File: config.mk
export PLATFORM = sky130hd
export DESIGN_NAME = uart_wb_bridge
export DESIGN_NICKNAME = d
export VERILOG_FILES = /design/src/rtl/uart_wb_bridge.sv
export SDC_FILE = /design/constraint.sdc
export NUM_CORES = 1
export LEC_CHECK = 0
export ABC_CLOCK_PERIOD_IN_PS = 5200
export CAP_MARGIN = 20
export CORE_MARGIN = 2
export CORE_UTILIZATION = 30
export CTS_BUF_LIST = sky130_fd_sc_hd__clkbuf_8
export CTS_CLUSTER_SIZE = 40
export DETAILED_ROUTE_END_ITERATION = 10
export SYNTH_ARGS = -nofsm -noshare
export SYNTH_HDL_FRONTEND = slang
export SYNTH_SLANG_ARGS = --single-unit
File: constraint.sdc
create_clock -name wb_clk_i -period 5.2 [get_ports wb_clk_i]
set_input_delay 0.78 -clock wb_clk_i [delete_from_list [all_inputs] [get_ports wb_clk_i]]
set_output_delay 0.78 -clock wb_clk_i [all_outputs]
set_load 0.02 [all_outputs]
File: src/rtl/uart_wb_bridge.sv
// uart_wb_bridge: turns framed UART command bytes into single 32-bit
// Wishbone read/write cycles and streams the response bytes back.
//
// state | meaning
// ------+--------------------------------------------------------------
// IDLE  | waiting for a command byte ('W' or 'R'); anything else -> 'E'
// ADDR  | shifting in A3..A0, frame idle timer running
// DATA  | shifting in D3..D0 (write only), frame idle timer running
// BUS   | Wishbone cycle in flight, ack timer running
// RESP  | presenting response bytes on tx until the last is accepted
module uart_wb_bridge #(
  parameter int ACK_TIMEOUT   = 1024,
  parameter int FRAME_TIMEOUT = 400000
) (
  input  logic        wb_clk_i,
  input  logic        wb_rst_i,
  input  logic [7:0]  rx_data,
  input  logic        rx_valid,
  output logic [7:0]  tx_data,
  output logic        tx_valid,
  input  logic        tx_ready,
  output logic        wbm_cyc_o,
  output logic        wbm_stb_o,
  output logic        wbm_we_o,
  output logic [3:0]  wbm_sel_o,
  output logic [31:0] wbm_adr_o,
  output logic [31:0] wbm_dat_o,
  input  logic [31:0] wbm_dat_i,
  input  logic        wbm_ack_i,
  output logic        busy,
  output logic        err,
  output logic        rx_drop
);

  localparam logic [7:0] CMD_W  = 8'h57;
  localparam logic [7:0] CMD_R  = 8'h52;
  localparam logic [7:0] RSP_OK = 8'h4B;
  localparam logic [7:0] RSP_E  = 8'h45;

  // One down-counter serves both timeouts since ADDR/DATA and BUS never overlap.
  localparam int TMAX = (FRAME_TIMEOUT > ACK_TIMEOUT) ? FRAME_TIMEOUT : ACK_TIMEOUT;
  localparam int TW   = $clog2(TMAX + 1);
  localparam logic [TW-1:0] FT_LOAD = TW'(FRAME_TIMEOUT - 1);
  localparam logic [TW-1:0] AT_LOAD = TW'(ACK_TIMEOUT - 1);

  typedef enum logic [2:0] {IDLE, ADDR, DATA, BUS, RESP} state_t;

  state_t         state;
  logic [1:0]     cnt;
  logic [1:0]     last;
  logic           we;
  logic [31:0]    resp_word;
  logic [TW-1:0]  tmr;

  // busy is a pure state decode
  assign busy = (state != IDLE);

  // Frame parser, bus initiator and response sequencer
  always_ff @(posedge wb_clk_i) begin
    if (wb_rst_i) begin
      state     <= IDLE;
      cnt       <= '0;
      last      <= '0;
      we        <= 1'b0;
      resp_word <= '0;
      tmr       <= '0;
      tx_data   <= '0;
      tx_valid  <= 1'b0;
      wbm_cyc_o <= 1'b0;
      wbm_stb_o <= 1'b0;
      wbm_we_o  <= 1'b0;
      wbm_sel_o <= '0;
      wbm_adr_o <= '0;
      wbm_dat_o <= '0;
      err       <= 1'b0;
      rx_drop   <= 1'b0;
    end else begin
      err     <= 1'b0;
      rx_drop <= 1'b0;
      case (state)
        IDLE: begin
          if (rx_valid) begin
            cnt <= '0;
            if (rx_data == CMD_W || rx_data == CMD_R) begin
              we    <= (rx_data == CMD_W);
              tmr   <= FT_LOAD;
              state <= ADDR;
            end else begin
              err      <= 1'b1;
              tx_data  <= RSP_E;
              tx_valid <= 1'b1;
              last     <= 2'd0;
              state    <= RESP;
            end
          end
        end
        ADDR, DATA: begin
          if (rx_valid) begin
            tmr <= FT_LOAD;
            cnt <= cnt + 2'd1;
            if (state == ADDR) wbm_adr_o <= {wbm_adr_o[23:0], rx_data};
            else               wbm_dat_o <= {wbm_dat_o[23:0], rx_data};
            if (cnt == 2'd3) begin
              cnt <= '0;
              if (state == ADDR && we) begin
                state <= DATA;
              end else begin
                wbm_cyc_o <= 1'b1;
                wbm_stb_o <= 1'b1;
                wbm_we_o  <= we;
                wbm_sel_o <= 4'hF;
                tmr       <= AT_LOAD;
                state     <= BUS;
              end
            end
          end else if (tmr == '0) begin
            // abandoned frame: drop it without any response
            state <= IDLE;
          end else begin
            tmr <= tmr - 1'b1;
          end
        end
        BUS: begin
          if (rx_valid) rx_drop <= 1'b1;
          // ack is checked first so a last-cycle ack still completes normally
          if (wbm_ack_i || tmr == '0) begin
            wbm_cyc_o <= 1'b0;
            wbm_stb_o <= 1'b0;
            wbm_we_o  <= 1'b0;
            wbm_sel_o <= '0;
            tx_valid  <= 1'b1;
            cnt       <= '0;
            last      <= 2'd0;
            state     <= RESP;
            if (!wbm_ack_i) begin
              err     <= 1'b1;
              tx_data <= RSP_E;
            end else if (wbm_we_o) begin
              tx_data <= RSP_OK;
            end else begin
              resp_word <= wbm_dat_i;
              tx_data   <= wbm_dat_i[31:24];
              last      <= 2'd3;
            end
          end else begin
            tmr <= tmr - 1'b1;
          end
        end
        RESP: begin
          if (rx_valid) rx_drop <= 1'b1;
          if (tx_ready) begin
            if (cnt == last) begin
              tx_valid <= 1'b0;
              state    <= IDLE;
            end else begin
              cnt       <= cnt + 2'd1;
              tx_data   <= resp_word[23:16];
              resp_word <= resp_word << 8;
            end
          end
        end
        default: state <= IDLE;
      endcase
    end
  end

endmodule
==> flow_summary_export.csv <==
group,metric,value,unit
outcome,status,"finished, final reports clean",
setup_path,end_kind,"output port",
synthesis,synthCells,705,
hold_path,hold_depth,2,
routing,top_layer,"met4",
routing,dr.pass1.iters,5,
sta,setup-tns-final,0,ns
grt,antenna_found_initial,1,
grt,grt_pass1_wl,25.2,mm
hold_path,hold_end,"wbm_dat_o[24]$_SDFFE_PP0P_",
cts,clockBufferDepth,2,
synthesis,synth_top_flop_cell,"dfxtp_1",
setup_path,cp_max_fo,23,
sta,fin_crit_sh,59.0,%
die,io_pins,128,
setup_path,path_buf_inv,1,
power_and_ir_drop,power,2130,uW
cts,cts_tree,"yes",
setup_path,arrival,2.29,ns
placed_design,gp_congestion,0.794,
setup_path,worstSetupStartpoint,"state[0]$_SDFFE_PP0P_",
synthesis,synth-edff-count,0,
synthesis,yosys.cell_types.count,69,
cts,cts.htree.levels,4,
sta,setup_viol,0,
synthesis,syn-mean-instance-area,8.04,um^2
cts,postCtsHoldBufs,0,
cts,worstSkewPairLatency,0.45,ns
die,fp.dieH,141,um
sta,skew,0.0117,ns
cts,cts_inserted_buffers,17,
power_and_ir_drop,p_per_area,283,nW/um^2
synthesis,synth_area,5670,um^2
synthesis,ys_seq_area_share,44.9,%
cts,clockRootBuffer,"clkbuf_8",
sta,slew_headroom,45.1,%
sta,max_freq,326,MHz
hold_path,hp-class,"register to register",
setup_path,worst-path-stages,2,
routing,drt_iter0_drc,373,
setup_path,crit_type,"register to output port",
final_layout,final_layout_size_suffix_gt1_share,8.79,%
sta,drv_slew,0,
die,initial_core_util,30.4,%
synthesis,ys_top_cells_by_area,"dfxtp_1 (45%), nand2_1 (13%), a21oi_1 (8.7%)",
routing,post_drt_wl_per_cell,15.0,um
setup_path,ff2ff_path_depth,5,
synthesis,synth-seq-cells,127,
routing,viasPerCell,4.96,
routing,ant_nets,0,
routing,wl_met1,7.74,mm
final_layout,fillers,1944,
setup_path,cp_slowest_cell,"dfxtp_1",
synthesis,async_flop_share,0,%
grt,grt_max_degree,77,
setup_path,startpoint_type,"register",
setup_path,reg2reg_slack,2.50,ns
placed_design,dpl.hpwl,10.7,mm
synthesis,synth_top_area_share,44.9,%
sta,rsz0062_at_grt,"no",
setup_path,timing.rr.start,"state[0]$_SDFFE_PP0P_",
cts,cts_num_sinks,127,
synthesis,ys_warn_count,0,
routing,drc_errors,0,
final_layout,instances_no_fill,1054,
grt,grt_pass1_vias,4883,
setup_path,cpPeakStageDelay,0.87,ns
die,die_w,141,um
synthesis,synth_common_cells,"nand2_1 (191), dfxtp_1 (127), a21oi_1 (98)",
synthesis,synth_fp_nets,752,
routing,wl_met3,656,um
final_layout,nNetsFinal,853,
setup_path,crit_family,"flip-flops",
setup_path,required,4.42,ns
sta,worst_pin_slew,0.823,ns
die,die-area,20000,um^2
final_layout,utilization,40.4,%
grt,grt_overflow,0,
grt,globalRouteTotalUtil,15.6,%
sta,period_needed,3.07,ns
cts,clk_pin_slew_worst_paths,0.09,ns
final_layout,syn_to_final_growth,32.8,%
die,row_count,50,
cts,post-cts-setup-buffer-count,0,
power_and_ir_drop,ir_drop,0.140,mV
cts,cts_resized,0,
die,core_area,18600,um^2
routing,routed_wl,15.8,mm
placed_design,portBuffers,127,
setup_path,path_cells,"or3_1, clkdlybuf4s50_1",
synthesis,synth_largest_area_cell,"dfxtp_1",
routing,vias,5233,
sta,hold_viol_final,0,
run,drv_cap,0,
hold_path,min_from,"wbm_dat_o[24]$_SDFFE_PP0P_",
setup_path,r2r-end,"tmr[18]$_SDFFE_PP0P_",
power_and_ir_drop,p_leak,0.00252,uW
placed_design,placed_cells,1018,
synthesis,synth.most_common_cell,"nand2_1",
routing,dr_wl_met2,7.14,mm
-- logic make-up (layout without fill, tap and decap cells) --
logic type / count (synthesis) / after routing / synth area share [%]
AOI/OAI and AO/OA: 196 / 196 / 22.4
xor gates and xnor gates: 4 / 4 / 0.618
other: 0 / 1 / 0
adders and majority gates: 2 / 2 / 0.442
and+or+nand+nor: 310 / 310 / 25.6
DFF: 127 / 127 / 44.9
muxes: 5 / 5 / 0.927
buffers and inverters: 61 / 175 / 5.10
-- placed cells by master (no fill, tap or decap), types with 3 or more instances in the layout --
master,instances
a211oi_1,5
a21oi_1,98
a22oi_1,4
a311oi_1,26
a31oi_1,9
and2_1,3
buf_4,8
bufinv_16,3
clkbuf_8,17
clkdlybuf4s50_1,126
dfxtp_1,127
inv_1,5
inv_6,6
inv_8,3
mux2i_1,3
nand2_1,191
nand2b_1,6
nand3_1,14
nand4_1,4
nor2_1,34
nor2b_1,10
nor3_1,10
o21ai_0,24
o31ai_1,4
o32ai_1,3
or3_1,11
or4_1,3
xnor2_1,3
-- state kept, by name, summed over array words and instances, names as in the netlist --
signal     cells
we             1
tx_data        8
wbm_adr_o     32
wbm_sel_o      1
resp_word     24
cnt            2
wbm_dat_o     32
last           1
tx_valid       1
state          3
wbm_we_o       1
tmr           19
rx_drop        1
err            1
-- routing by layer --
metal | GRT usage, % | vias up
li1 | - | 2684
met1 | 21.9 | 2417
met2 | 23.7 | 116
met3 | 3.51 | 16
met4 | 5.47 | 0
met5 | 0 | -
-- how the worst max path moves through the flow --
| stage | end | slack, ns |
|---|---|---|
| after floorplan | tx_data[0]$_SDFFE_PP0P_ | 2.97 |
| after global placement | tmr[18]$_SDFFE_PP0P_ | 2.02 |
| after detailed placement | tmr[18]$_SDFFE_PP0P_ | 2.00 |
| after CTS | tx_data[0]$_SDFFE_PP0P_ | 2.09 |
| after global routing | busy | 2.03 |
| final | busy | 2.13 |
-- power breakdown --
| part | total (uW) | internal (uW) | switching, uW |
|---|---|---|---|
| combinational | 188 | 86.6 | 101 |
| sequential | 999 | 985 | 13.9 |
| clock | 946 | 492 | 454 |
| total | 2130 | 1560 | 569 |
-- tightest hold or removal path: stages, from the launching register on --
cell     delay (ns)
dfxtp_1        0.31
nand2_1        0.05
a21oi_1        0.05
-- stage by stage --
stage / cell area, um^2 / hold slack, ns / worst slack (ns)
floorplan: 5670 / 0.432 / 2.97
global route: 7520 / 0.473 / 2.03
finish: 7530 / 0.455 / 2.13
global placement: 7020 / 0.442 / 2.02
CTS: 7450 / 0.458 / 2.09
detailed placement: 7020 / 0.444 / 2.00
-- cell type report --
| cell class | instances | area [um^2] | area share (%) |
|---|---|---|---|
| multi-input combinational | 517 | 2840 | 37.8 |
| sequential | 127 | 2540 | 33.8 |
| timing repair buffer | 137 | 1390 | 18.5 |
| tap | 234 | 293 | 3.89 |
| clock buffer | 17 | 234 | 3.11 |
| clock inverter | 15 | 198 | 2.63 |
| inverter | 6 | 22.5 | 0.299 |
| antenna | 1 | 2.50 | 0.0333 |
Power figures use the tool's default switching activity.
